`config.mk`:
```
export PLATFORM = sky130hd
export DESIGN_NAME = axis_dominance_compare
export DESIGN_NICKNAME = d
export VERILOG_FILES = /design/src/rtl/axis_compare_pkg.sv /design/src/rtl/dominant_hysteresis.sv /design/src/rtl/axis_dominance_compare.sv
export SDC_FILE = /design/constraint.sdc
export NUM_CORES = 1
export LEC_CHECK = 0
export BUFFER_PORTS_ARGS = -buffer_cell sky130_fd_sc_hd__buf_2
export CAP_MARGIN = 5
export CORE_UTILIZATION = 30
export CTS_CLUSTER_SIZE = 40
export DETAILED_ROUTE_END_ITERATION = 12
export MAX_ROUTING_LAYER = met4
export PLACE_DENSITY = 0.45
export SYNTH_ARGS = -nofsm -noshare
export SYNTH_HDL_FRONTEND = slang
export SYNTH_SLANG_ARGS = --single-unit
export TNS_END_PERCENT = 30
```
`constraint.sdc`:
```
create_clock -name MCLK -period 6 [get_ports MCLK]
set_clock_uncertainty 0.05 [all_clocks]
set_input_delay 1.5 -clock MCLK [delete_from_list [all_inputs] [get_ports MCLK]]
set_output_delay 1.5 -clock MCLK [all_outputs]
set_load 0.02 [all_outputs]
```
`src/rtl/axis_compare_pkg.sv`:
```
// Shared FSM state, "no axis" encoding and signed-magnitude helper for the axis comparator.
// Pure declarations: no latency, no flow control.
package axis_compare_pkg;

    typedef enum logic [1:0] {
        IDLE   = 2'd0,
        SCAN   = 2'd1,
        COMMIT = 2'd2
    } state_e;

    // Wide enough for any practical sample width; callers sign-extend into it.
    localparam int MAG_W = 64;

    // "No axis" is a cleared valid flag; its index is always held at zero.
    localparam logic AXIS_NONE = 1'b0;

    // The most negative input maps to +2^(MAG_W-1)-range magnitude without wrapping
    // once the caller has sign-extended a narrower sample.
    function automatic logic [MAG_W-1:0] magnitude(input logic [MAG_W-1:0] v);
        return v[MAG_W-1] ? (~v + MAG_W'(1)) : v;
    endfunction

endpackage

```
`src/rtl/dominant_hysteresis.sv`:
```
// Filters dominant-axis changes: a new winner must repeat HYST_COUNT commits in a row.
// Updates on the commit strobe edge; no backpressure, one decision per strobe.
module dominant_hysteresis
    import axis_compare_pkg::*;
#(
    parameter int NAXES      = 3,
    parameter int HYST_COUNT = 3,
    parameter int IDX_W      = (NAXES > 2) ? $clog2(NAXES) : 1
) (
    input  logic             clk_i,
    input  logic             rst_i,
    input  logic             commit_i,
    input  logic             win_vld_i,
    input  logic [IDX_W-1:0] win_idx_i,
    output logic [IDX_W-1:0] dom_idx_o,
    output logic             dom_vld_o
);

    localparam int               CNT_W    = $clog2(HYST_COUNT + 1);
    localparam logic [CNT_W-1:0] HYST_LIM = CNT_W'(HYST_COUNT);

    logic             cur_vld_q,  cur_vld_d;
    logic [IDX_W-1:0] cur_idx_q,  cur_idx_d;
    logic             cand_vld_q, cand_vld_d;
    logic [IDX_W-1:0] cand_idx_q, cand_idx_d;
    logic [CNT_W-1:0] cnt_q,      cnt_d;

    logic [IDX_W-1:0] win_idx;
    logic             win_eq_cur;
    logic             win_eq_cand;

    // Keep NONE at index zero so plain equality compares {valid,index} pairs.
    assign win_idx     = win_vld_i ? win_idx_i : '0;
    assign win_eq_cur  = (win_vld_i == cur_vld_q)  && (win_idx == cur_idx_q);
    assign win_eq_cand = (win_vld_i == cand_vld_q) && (win_idx == cand_idx_q);

    always_comb begin
        cur_vld_d  = cur_vld_q;
        cur_idx_d  = cur_idx_q;
        cand_vld_d = cand_vld_q;
        cand_idx_d = cand_idx_q;
        cnt_d      = cnt_q;
        if (commit_i) begin
            if (win_eq_cur) begin
                cnt_d = '0;
            end else if (win_eq_cand) begin
                if (cnt_q + 1'b1 == HYST_LIM) begin
                    cur_vld_d = cand_vld_q;
                    cur_idx_d = cand_idx_q;
                    cnt_d     = '0;
                end else begin
                    cnt_d = cnt_q + 1'b1;
                end
            end else begin
                cand_vld_d = win_vld_i;
                cand_idx_d = win_idx;
                cnt_d      = CNT_W'(1);
                if (HYST_COUNT == 1) begin
                    cur_vld_d = win_vld_i;
                    cur_idx_d = win_idx;
                    cnt_d     = '0;
                end
            end
        end
    end

    always_ff @(posedge clk_i) begin
        if (rst_i) begin
            cur_vld_q  <= AXIS_NONE;
            cur_idx_q  <= '0;
            cand_vld_q <= AXIS_NONE;
            cand_idx_q <= '0;
            cnt_q      <= '0;
        end else begin
            cur_vld_q  <= cur_vld_d;
            cur_idx_q  <= cur_idx_d;
            cand_vld_q <= cand_vld_d;
            cand_idx_q <= cand_idx_d;
            cnt_q      <= cnt_d;
        end
    end

    assign dom_idx_o = cur_idx_q;
    assign dom_vld_o = cur_vld_q;

endmodule

```
`src/rtl/axis_dominance_compare.sv`:
```
// Captures NAXES signed samples, scans one axis per cycle for sign/activity and dominant axis.
// Accept-to-RESCAN is NAXES+1 edges; new samples are ignored until the commit returns to IDLE.
module axis_dominance_compare
    import axis_compare_pkg::*;
#(
    parameter int WIDTH      = 8,
    parameter int NAXES      = 3,
    parameter int DEADBAND   = 4,
    parameter int HYST_COUNT = 3
) (
    input  logic                                         MCLK,
    input  logic                                         RST,
    input  logic                                         TIC,
    input  logic                                         COMPLETED,
    input  logic [NAXES*WIDTH-1:0]                       AXES,
    output logic                                         RESCAN,
    output logic [NAXES-1:0]                             SIGN,
    output logic [NAXES-1:0]                             ACTIVE,
    output logic [((NAXES > 2) ? $clog2(NAXES) : 1)-1:0] DOMINANT,
    output logic                                         DOM_VALID
);

    localparam int               IDX_W  = (NAXES > 2) ? $clog2(NAXES) : 1;
    localparam logic [IDX_W-1:0] LAST   = IDX_W'(NAXES - 1);
    localparam logic [WIDTH-1:0] DB_LIM = WIDTH'(DEADBAND);

    state_e                 state_q;
    logic [NAXES*WIDTH-1:0] sample_q;
    logic [IDX_W-1:0]       idx_q;
    logic                   best_vld_q;
    logic [IDX_W-1:0]       best_idx_q;
    logic [WIDTH-1:0]       best_mag_q;
    logic [NAXES-1:0]       pend_sign_q;
    logic [NAXES-1:0]       pend_act_q;
    logic [NAXES-1:0]       sign_q;
    logic [NAXES-1:0]       act_q;
    logic                   rescan_q;

    logic [WIDTH-1:0]       cur_val;
    logic [WIDTH-1:0]       cur_mag;
    logic                   cur_act;

    assign cur_val = sample_q[idx_q*WIDTH +: WIDTH];
    assign cur_mag = WIDTH'(magnitude({{(MAG_W-WIDTH){cur_val[WIDTH-1]}}, cur_val}));
    assign cur_act = cur_mag > DB_LIM;

    always_ff @(posedge MCLK) begin
        if (RST) begin
            state_q     <= IDLE;
            sample_q    <= '0;
            idx_q       <= '0;
            best_vld_q  <= 1'b0;
            best_idx_q  <= '0;
            best_mag_q  <= '0;
            pend_sign_q <= '0;
            pend_act_q  <= '0;
            sign_q      <= '0;
            act_q       <= '0;
            rescan_q    <= 1'b0;
        end else begin
            rescan_q <= 1'b0;
            case (state_q)
                IDLE: begin
                    if (TIC && COMPLETED) begin
                        sample_q   <= AXES;
                        idx_q      <= '0;
                        best_vld_q <= 1'b0;
                        best_idx_q <= '0;
                        best_mag_q <= '0;
                        state_q    <= SCAN;
                    end
                end
                SCAN: begin
                    pend_act_q[idx_q]  <= cur_act;
                    pend_sign_q[idx_q] <= cur_act && !cur_val[WIDTH-1];
                    // Strict compare keeps the lowest index on ties.
                    if (cur_act && (cur_mag > best_mag_q)) begin
                        best_vld_q <= 1'b1;
                        best_idx_q <= idx_q;
                        best_mag_q <= cur_mag;
                    end
                    if (idx_q == LAST) begin
                        state_q <= COMMIT;
                    end else begin
                        idx_q <= idx_q + 1'b1;
                    end
                end
                COMMIT: begin
                    sign_q   <= pend_sign_q;
                    act_q    <= pend_act_q;
                    rescan_q <= 1'b1;
                    state_q  <= IDLE;
                end
                default: state_q <= IDLE;
            endcase
        end
    end

    dominant_hysteresis #(
        .NAXES      (NAXES),
        .HYST_COUNT (HYST_COUNT),
        .IDX_W      (IDX_W)
    ) u_hyst (
        .clk_i     (MCLK),
        .rst_i     (RST),
        .commit_i  (state_q == COMMIT),
        .win_vld_i (best_vld_q),
        .win_idx_i (best_idx_q),
        .dom_idx_o (DOMINANT),
        .dom_vld_o (DOM_VALID)
    );

    assign RESCAN = rescan_q;
    assign SIGN   = sign_q;
    assign ACTIVE = act_q;

endmodule

```
# Word level (Yosys, flattened, before mapping)
# Index checks and enable logic that the tools add are counted.
dict set report totals {
  reg_bits 60
  input_bits 28
  out_inout_bits 10
  elab_cells 78
}
dict set report classes {
  addsub 3
  n_lt_le_gt_ge 4
  eq_ne 12
  n_shift 1
  muxes 24
  bitwise_logic 3
  n_reduce_logical 15
}
# op count
set op_table {}
lappend op_table {{$mux 8} 3}
lappend op_table {{$shiftx 24x6->8} 1}
lappend op_table {{$mux 2} 9}
lappend op_table {{$pmux 8 s2} 1}
lappend op_table {{$pmux 2 s2} 3}
lappend op_table {{$reduce_and 3->1} 3}
lappend op_table {{$add 8x1->8 const B} 1}
lappend op_table {{$gt 8x3->1 const B} 1}
lappend op_table {{$gt 8x8->1} 1}
lappend op_table {{$ne 2x2->1 const B} 4}
lappend op_table {{$not 8->8} 1}
lappend op_table {{$bwmux 3} 2}
lappend op_table {{$eq 2x2->1 const B} 3}
lappend op_table {{$logic_and 1x1->1} 6}
lappend op_table {{$add 2x1->2 const B} 2}
lappend op_table {{$eq 2x2->1} 2}
lappend op_table {{$mux 1} 4}
lappend op_table {{$reduce_and 2->1} 2}
lappend op_table {{$reduce_and 4->1} 1}
lappend op_table {{$lt 2x3->1 const B} 1}
lappend op_table {{$demux 1 s2} 1}
lappend op_table {{$eq 1x1->1} 2}
lappend op_table {{$eq 2x1->1 const B} 1}
lappend op_table {{$ge 2x1->1 const B} 1}
lappend op_table {{5 further kinds} 6}

# Longest topological paths before layout
# Gate-level depths: netlist of run 1.
dict set report logic_depth {
  depth_word 8
  mapped_depth 17
  ltp_nobuf 15
}

# By module
# A second synthesis of run 1 with hierarchy kept.
dict set report unflattened {
  hier_cells 342
  hier_area_um2 3064.2
}
# mod instances cells_per_inst area_each_um2 seq_area_each_um2
set modules_own_cells {}
lappend modules_own_cells {axis_dominance_compare 1 298 2608.8 1041.0}
lappend modules_own_cells {dominant_hysteresis 1 44 455.4 160.2}

# Least setup slack after synthesis of run 1
# Ideal clock, no wire load.
dict set report synth_path {
  path_type {reg2reg}
  from {register idx_q[1]}
  to {register best_mag_q[3]}
  setup_ns 0.123
  t_arrival_ns 3.482
  required_time_ns 5.827
  slack_ns 2.344
  stages_incl_launch_ff 17
  n_path_buf 1
  synth_period_minus_slack_ns 3.656
  path_cell_list {dfxtp_1 > buf_6 > mux2i_1 > o22a_1 > ha_1 > o211ai_1 > o21ai_0 > xor2_1 > inv_1 > ha_1 > and4_1 > nand4_1 > o21ai_0 > maj3_1 > a221o_2 > nor2_4 > mux2_1}
}
dict set report synth_between {
  elab_chain_cells 8
  elab_cells_between_ends 11
  classes_between {add/sub (1); order compare (2); eq/ne (1); shift (1); mux (3); bitwise (1); reduce/logical (2)}
}
# item line_no
set synth_rtl {}
lappend synth_rtl {{start: declaration} axis_dominance_compare.sv:29} ;# logic [IDX_W-1:0] idx_q;
lappend synth_rtl {{start signal: assignment} axis_dominance_compare.sv:85} ;# idx_q <= idx_q + 1'b1;
lappend synth_rtl {{$shiftx 24x6->8 (*)} axis_dominance_compare.sv:43} ;# assign cur_val = sample_q[idx_q*WIDTH +: WIDTH];
lappend synth_rtl {{$not 8->8} axis_compare_pkg.sv:20} ;# return v[MAG_W-1] ? (~v + MAG_W'(1)) : v;
lappend synth_rtl {{$add 8x1->8} axis_compare_pkg.sv:20}
lappend synth_rtl {{$mux 8 (*)} axis_compare_pkg.sv:20}
lappend synth_rtl {{$gt 8x3->1 or $gt 8x8->1 (tied branches)} {axis_dominance_compare.sv:45, axis_dominance_compare.sv:77}}
lappend synth_rtl {{$logic_and 1x1->1} axis_dominance_compare.sv:77} ;# if (cur_act && (cur_mag > best_mag_q)) begin
lappend synth_rtl {{$ne 2x2->1 (no source line)} n/a}
lappend synth_rtl {{$reduce_and 3->1 (no source line)} n/a}
lappend synth_rtl {{end signal: assignment} axis_dominance_compare.sv:80} ;# best_mag_q <= cur_mag;
lappend synth_rtl {{end: declaration} axis_dominance_compare.sv:32} ;# logic [WIDTH-1:0] best_mag_q;
# Mark *: on every way between the ends. The rest lies on a longest branch, timed or not. The select of a mux whose other input is x is not followed.
# A chain may end at the register's enable or synchronous reset.

# Final worst setup path of run 1
# Same ends and word-level chain as after synthesis.

==> results of run 1 <==
[placed cells by master (no fill, tap or decap), types with 2 or more instances in the layout]
master / count
o21ai_2: 4
and3_1: 2
buf_4: 3
a41oi_1: 2
a311oi_1: 3
o21ai_1: 4
bufinv_16: 3
nor2b_1: 4
and2_1: 2
or3_1: 6
nor3_1: 7
nand2b_1: 5
a31oi_1: 2
buf_2: 37
clkbuf_8: 10
nor2_1: 22
o21ai_0: 5
nand2_1: 78
mux2i_1: 13
ha_1: 12
xnor2_1: 5
o22a_1: 2
o41ai_1: 5
nand4_1: 2
dfxtp_1: 60
nor3b_1: 4
o22ai_1: 4
a21oi_1: 46
nand3_1: 2
inv_1: 12
o41ai_2: 2
[flip-flops by register name (all words and copies together), names as in the netlist]
| name | flops |
|---|---|
| idx_q | 2 |
| SIGN | 3 |
| best_idx_q | 2 |
| best_mag_q | 8 |
| pend_act_q | 3 |
| best_vld_q | 1 |
| pend_sign_q | 3 |
| state_q | 2 |
| sample_q | 24 |
| u_hyst.dom_vld_o | 1 |
| u_hyst.cnt_q | 2 |
| RESCAN | 1 |
| u_hyst.dom_idx_o | 2 |
| ACTIVE | 3 |
| u_hyst.cand_idx_q | 2 |
| u_hyst.cand_vld_q | 1 |
[layer usage]
metal  vias to the layer above  wire, µm  GRT usage [%]  share of wire, %
li1                       1322         -              -                 -
met3                        10       244           3.28               3.4
met4                         0        96           5.27               1.3
met2                        42      3400           25.5                47
met1                      1190      3420           19.2                48
met5                         -         0              -                 0
[stage by stage]
| stage | worst slack, ns | power, W | cell area [µm²] |
|---|---|---|---|
| after floorplan | 2.34 | 0.000526 | 3020 |
| after global placement | 1.59 | 0.000552 | 3270 |
| after detailed placement | 1.42 | 0.000555 | 3270 |
| after CTS | 1.40 | 0.00102 | 3520 |
| after global routing | 1.10 | 0.00105 | 3520 |
| final | 1.43 | 0.00100 | 3520 |
[cell families (layout without fill, tap and decap cells)]
family                     count (synthesis)  count (layout)  synth area share (%)
AOI/OAI and AO/OA                         93              93                  20.4
xor gates and xnor gates                   7               7                  2.28
adders and majority gates                 13              13                  5.30
buffers and inverters                     36              68                  5.75
DFF                                       60              60                  39.7
muxes                                     14              14                  4.68
and+or+nand+nor                          141             141                  21.8
[power by group through the flow]
stage / sequential [W] / clock (W) / combinational, W
floorplan: 0.000423 / 0 / 0.000103
global placement: 0.000429 / 0 / 0.000123
detailed placement: 0.000429 / 0 / 0.000126
CTS: 0.000420 / 0.000476 / 0.000127
global route: 0.000421 / 0.000491 / 0.000140
finish: 0.000420 / 0.000459 / 0.000124
[final cells by class]
cell class | count | area [µm²] | share of cell area (%)
multi-input combinational | 268 | 1650 | 46.9
sequential | 60 | 1200 | 34.2
timing repair buffer | 40 | 208 | 5.91
tap | 133 | 166 | 4.73
clock buffer | 10 | 138 | 3.91
clock inverter | 6 | 111 | 3.17
inverter | 12 | 45.0 | 1.28
[final timing paths]
check             slack [ns]                         end                    from  cells past startpoint
setup reg to reg        1.43  best_mag_q[3]$_SDFFE_PP0P_   idx_q[1]$_SDFFE_PP0P_                     15
hold reg to reg         0.40      ACTIVE[0]$_SDFFE_PP0P_  ACTIVE[0]$_SDFFE_PP0P_                      2
setup / recovery        1.43  best_mag_q[3]$_SDFFE_PP0P_   idx_q[1]$_SDFFE_PP0P_                     15
hold / removal          0.40      ACTIVE[0]$_SDFFE_PP0P_  ACTIVE[0]$_SDFFE_PP0P_                      2
[critical path: stages, from the launching register on]
cell      delay (ns)
dfxtp_1         0.83
mux2i_1         0.26
o22a_1          0.32
ha_1            0.24
o211ai_1        0.09
o21ai_0         0.21
xor2_1          0.26
inv_1           0.07
ha_1            0.27
and4_1          0.20
nand4_1         0.10
o21ai_0         0.10
maj3_1          0.37
a221o_2         0.55
nor2_4          0.19
mux2_1          0.34
==> results by group, run 1 <==
Status
  – Outcome: finished, final reports clean

Yosys
  – Top-count cell post-synth: nand2_1
  – Syn Nets: 404
  – Cells after Synth: 364
  – Prevailing post-synth register cell: dfxtp_1
  – YS warnings: 0
  – EDFF count, synth: 0
  – Asr flop ratio synth: 0%
  – Synth cell count leaders: 78 x nand2_1, 60 x dfxtp_1, 46 x a21oi_1
  – Synth Register Bits: 60
  – Register area share after synthesis: 39.7%
  – Yosys top cell by area: dfxtp_1
  – Post-synthesis cell area: 0.00302 mm²
  – Syn avg cell area: 8.30 µm²
  – Area contributors post-synth: dfxtp_1 40%, nand2_1 9.7%, a21oi_1 7.6%, ha_1 5.0%, mux2i_1 4.3%
  – Number of library cell types mapped by synthesis: 57
  – Synth top area share: 39.7%

Routing
  – Drt total wl: 7160 µm
  – Via-to-Cell Ratio: 4.85
  – Post-route ant nets: 0
  – DRT iter0 DRCs: 67
  – Wire length per cell: 13.5 µm
  – Vias: 2564
  – Initial DRT Pass Iterations: 4
  – DR DRC count: 0

CTS
  – CTS max path bufs: 2
  – CTS Buf Count: 9
  – Sink Count: 60
  – Clock latency at the later pin of the worst-skew pair: 0.34 ns
  – Cts hold-fix bufs: 0
  – CTS Root Cell: clkbuf_8
  – CTS tree: built
  – # Post-CTS Setup Buffers: 0
  – CTS H-tree depth: 3
  – Post-CTS resize count: 0
  – Clock transition at path regs: 0.07 ns

Power and ir drop
  – P per Cell Area: 285 mW/mm²
  – Clk pwr share: 45.8%
  – Switch Pwr: 0.000262 W
  – Sequential share of power: 41.8%
  – Sw Ratio: 26.1%
  – Lkg Pwr: 1.26 nW
  – IR drop worst, VDD: 0.131 mV
  – Gate power share: 12.4%
  – Power Internal: 0.000741 W

Timing
  – Setup Viol. Count Final: 0
  – Worst-Margin Slew: 1.04 ns
  – Final Hold Fails: 0
  – Tmin final: 4.57 ns
  – RSZ-0062 raised after global routing: no
  – Final period util: 76.1%
  – Slew Viols, Final: 0
  – Setup TNS: 0 ns
  – Fmax achieved: 0.219 GHz
  – Normalized max-slew margin: 30.4%
  – Worst hold slack: 0.403 ns

Global routing
  – Initial antenna violation count: 0
  – First-pass GRT wire length: 12200 µm
  – Pin count of the biggest net entering global routing: 50
  – Vias in the first global route: 2477
  – Overflow after GRT: 0
  – GRT Util Overall: 15.6%

Final layout
  – Layout fillers: 1082
  – Final #Nets: 431
  – Layout Cells excl Fill: 529
  – Ant. Diodes: 0
  – Final core occ: 36.0%
  – Share of layout cells above drive strength 1: 18.4%
  – Synthesis-to-layout area growth: 16.3%

Floorplan
  – CORE AREA: 0.00977 mm²
  – Row cnt: 36
  – Die area: 0.0105 mm²
  – Starting density of the core: 30.9%
  – Die Wd: 102 µm
  – Die Height: 102 µm
  – Top Ports: 38

Placed design
  – Hpwl dp: 5050 µm
  – Buffers on Ports: 37
  – Final Wtd Congestion: 0.775
  – Placed Instances: 513

Worst setup path
  – CP Max Fanout: 19
  – Setup crit start kind: flip-flop
  – WS Path Type: flip-flop to flip-flop
  – WP data required: 6.18 ns
  – CP arrival: 4.75 ns
  – Crit end category: flip-flop

Job
  – Max_cap viols: 0

Min path
  – Hold Path Class: flip-flop to flip-flop
Power figures use the tool's default switching activity.
==> run 2: changes to the inputs <==
- clock period: 6 -> 4.4 ns (I/O delays scaled with it)
==> run 2 against run 1 <==
Compared with the run above: sequential power is 35% higher; register-to-register slack worse by 1.1 ns; via count is 1.2% lower; highest routed layer unchanged.
==> results by group, run 2 (same netlist as run 1, synthesis figures left out) <==
Timing
  – Slew Viols, Final: 0
  – Fmax achieved: 0.244 GHz
  – Setup Viol. Count Final: 0
  – Worst hold slack: 0.400 ns
  – Tmin final: 4.11 ns
  – Setup TNS: 0 ns
  – RSZ-0062 raised after global routing: no
  – Final period util: 93.3%
  – Worst-Margin Slew: 0.954 ns
  – PnR worst setup slack: 0.294 ns
  – Normalized max-slew margin: 36.4%
  – Final Hold Fails: 0

Power and ir drop
  – IR drop worst, VDD: 0.141 mV
  – P per Cell Area: 351 mW/mm²
  – Total power: 0.00123 W
  – Lkg Pwr: 1.26 nW

Placed design
  – Buffers on Ports: 37
  – DP Worst Slack: 0.311 ns
  – Final Wtd Congestion: 0.789
  – Hpwl dp: 4950 µm

Global routing
  – GRT Util Overall: 15.7%
  – First-pass GRT wire length: 12200 µm
  – Initial antenna violation count: 0
  – Overflow after GRT: 0
  – Vias in the first global route: 2469
  – Pin count of the biggest net entering global routing: 52

Final layout
  – Most flop-heavy register: sample_q
  – Share of layout cells above drive strength 1: 19.9%
  – Multi-input logic area: 0.00165 mm²
  – Ant. Diodes: 0
  – Final #Nets: 438
  – Commonest non-fill, non-tap cell in the layout: nand2_1
  – Reg area: 0.00120 mm²
  – Largest register FFs: 24
  – Biggest regs: sample_q x24, best_mag_q x8
  – Synthesis-to-layout area growth: 16.2%
  – Final core occ: 35.9%
  – Most frequent cells in the layout: 78 x nand2_1, 60 x dfxtp_1, 46 x a21oi_1
  – Layout fillers: 1094

Floorplan
  – Row cnt: 36
  – Die area: 0.0105 mm²
  – Starting density of the core: 30.9%
  – Die Wd: 102 µm
  – Top Ports: 38
  – Die Height: 102 µm
  – CORE AREA: 0.00977 mm²

Worst setup path
  – CP arrival: 4.28 ns
  – WS Path Type: flip-flop to flip-flop
  – Setup crit start kind: flip-flop
  – Slowest cell on crit path: dfxtp_1
  – CP Max Fanout: 12
  – Critical Path Max Stage Delay: 0.50 ns
  – Crit end category: flip-flop
  – WP data required: 4.57 ns
  – Crit-path cells: buf_4 > mux2i_1 > o21a_2 > and3_1 > a21oi_2 > xnor2_1 > ha_1 > and4_1 > nand4_1 > o21ai_0 > maj3_1 > a221o_2 > nor2_4 > mux2_1

CTS
  – Sink Count: 60
  – CTS Buf Count: 9
  – # Post-CTS Setup Buffers: 0
  – CTS H-tree depth: 3
  – CTS max path bufs: 2
  – Clock transition at path regs: 0.07 ns
  – Cts hold-fix bufs: 0
  – CTS Root Cell: clkbuf_8
  – Clock latency at the later pin of the worst-skew pair: 0.34 ns
  – CTS tree: built
  – Post-CTS resize count: 0

Routing
  – DR DRC count: 0
  – Drt total wl: 7110 µm
  – DRT iter0 DRCs: 56
  – Post-route ant nets: 0
  – Vias: 2532
  – Initial DRT Pass Iterations: 4
  – Via-to-Cell Ratio: 4.72
  – Wire length per cell: 13.3 µm

Job
  – Max_cap viols: 0

Status
  – Outcome: finished, final reports clean

Min path
  – Hold Path Class: flip-flop to flip-flop
[run 2: worst paths after layout]
check / startpoint / to / slack [ns] / cells past startpoint
max: idx_q[1]$_SDFFE_PP0P_ / best_mag_q[3]$_SDFFE_PP0P_ / 0.29 / 14
min: pend_sign_q[1]$_SDFFE_PP0P_ / SIGN[1]$_SDFFE_PP0P_ / 0.40 / 2
max reg2reg: idx_q[1]$_SDFFE_PP0P_ / best_mag_q[3]$_SDFFE_PP0P_ / 0.29 / 14
min reg2reg: pend_sign_q[1]$_SDFFE_PP0P_ / SIGN[1]$_SDFFE_PP0P_ / 0.40 / 2
[run 2: area by class of cell]
type,instances,share of cell area (%)
clock buffer,9,3.53
clock inverter,7,1.92
sequential,60,34.2
tap,133,4.74
multi-input combinational,268,46.9
timing repair buffer,47,7.41
inverter,12,1.28
[run 2: worst max-delay path, delay by kind of cell (launching register included)]
kind | cells | cell delay (ns)
buffers and inverters | 1 | 0.27
AO/OA/AOI/OAI | 4 | 0.89
AND/OR/NAND/NOR | 4 | 0.72
adder cells (fa/ha/maj) | 2 | 0.67
flip-flops | 1 | 0.50
XOR/XNOR | 1 | 0.33
multiplexers | 2 | 0.58
[run 2: layer usage]
layer / up-vias / global-route usage (%) / share of wire (%)
met5: - / - / 0
met1: 1147 / 19.8 / 49
li1: 1335 / - / -
met2: 41 / 24.7 / 48
met4: 0 / 5.27 / 0.87
met3: 9 / 3.69 / 2.8
[run 2: metrics by stage]
stage               std cells  area (µm²)
floorplan                 364        3020
global placement          520        3320
detailed placement        520        3320
CTS                       536        3510
global route              536        3510
finish                    536        3510
[run 2: power breakdown]
| group | internal, W | switching [W] |
|---|---|---|
| Combinational | 0.0000666 | 0.000113 |
| Sequential | 0.000558 | 0.0000102 |
| Clock | 0.000258 | 0.000228 |
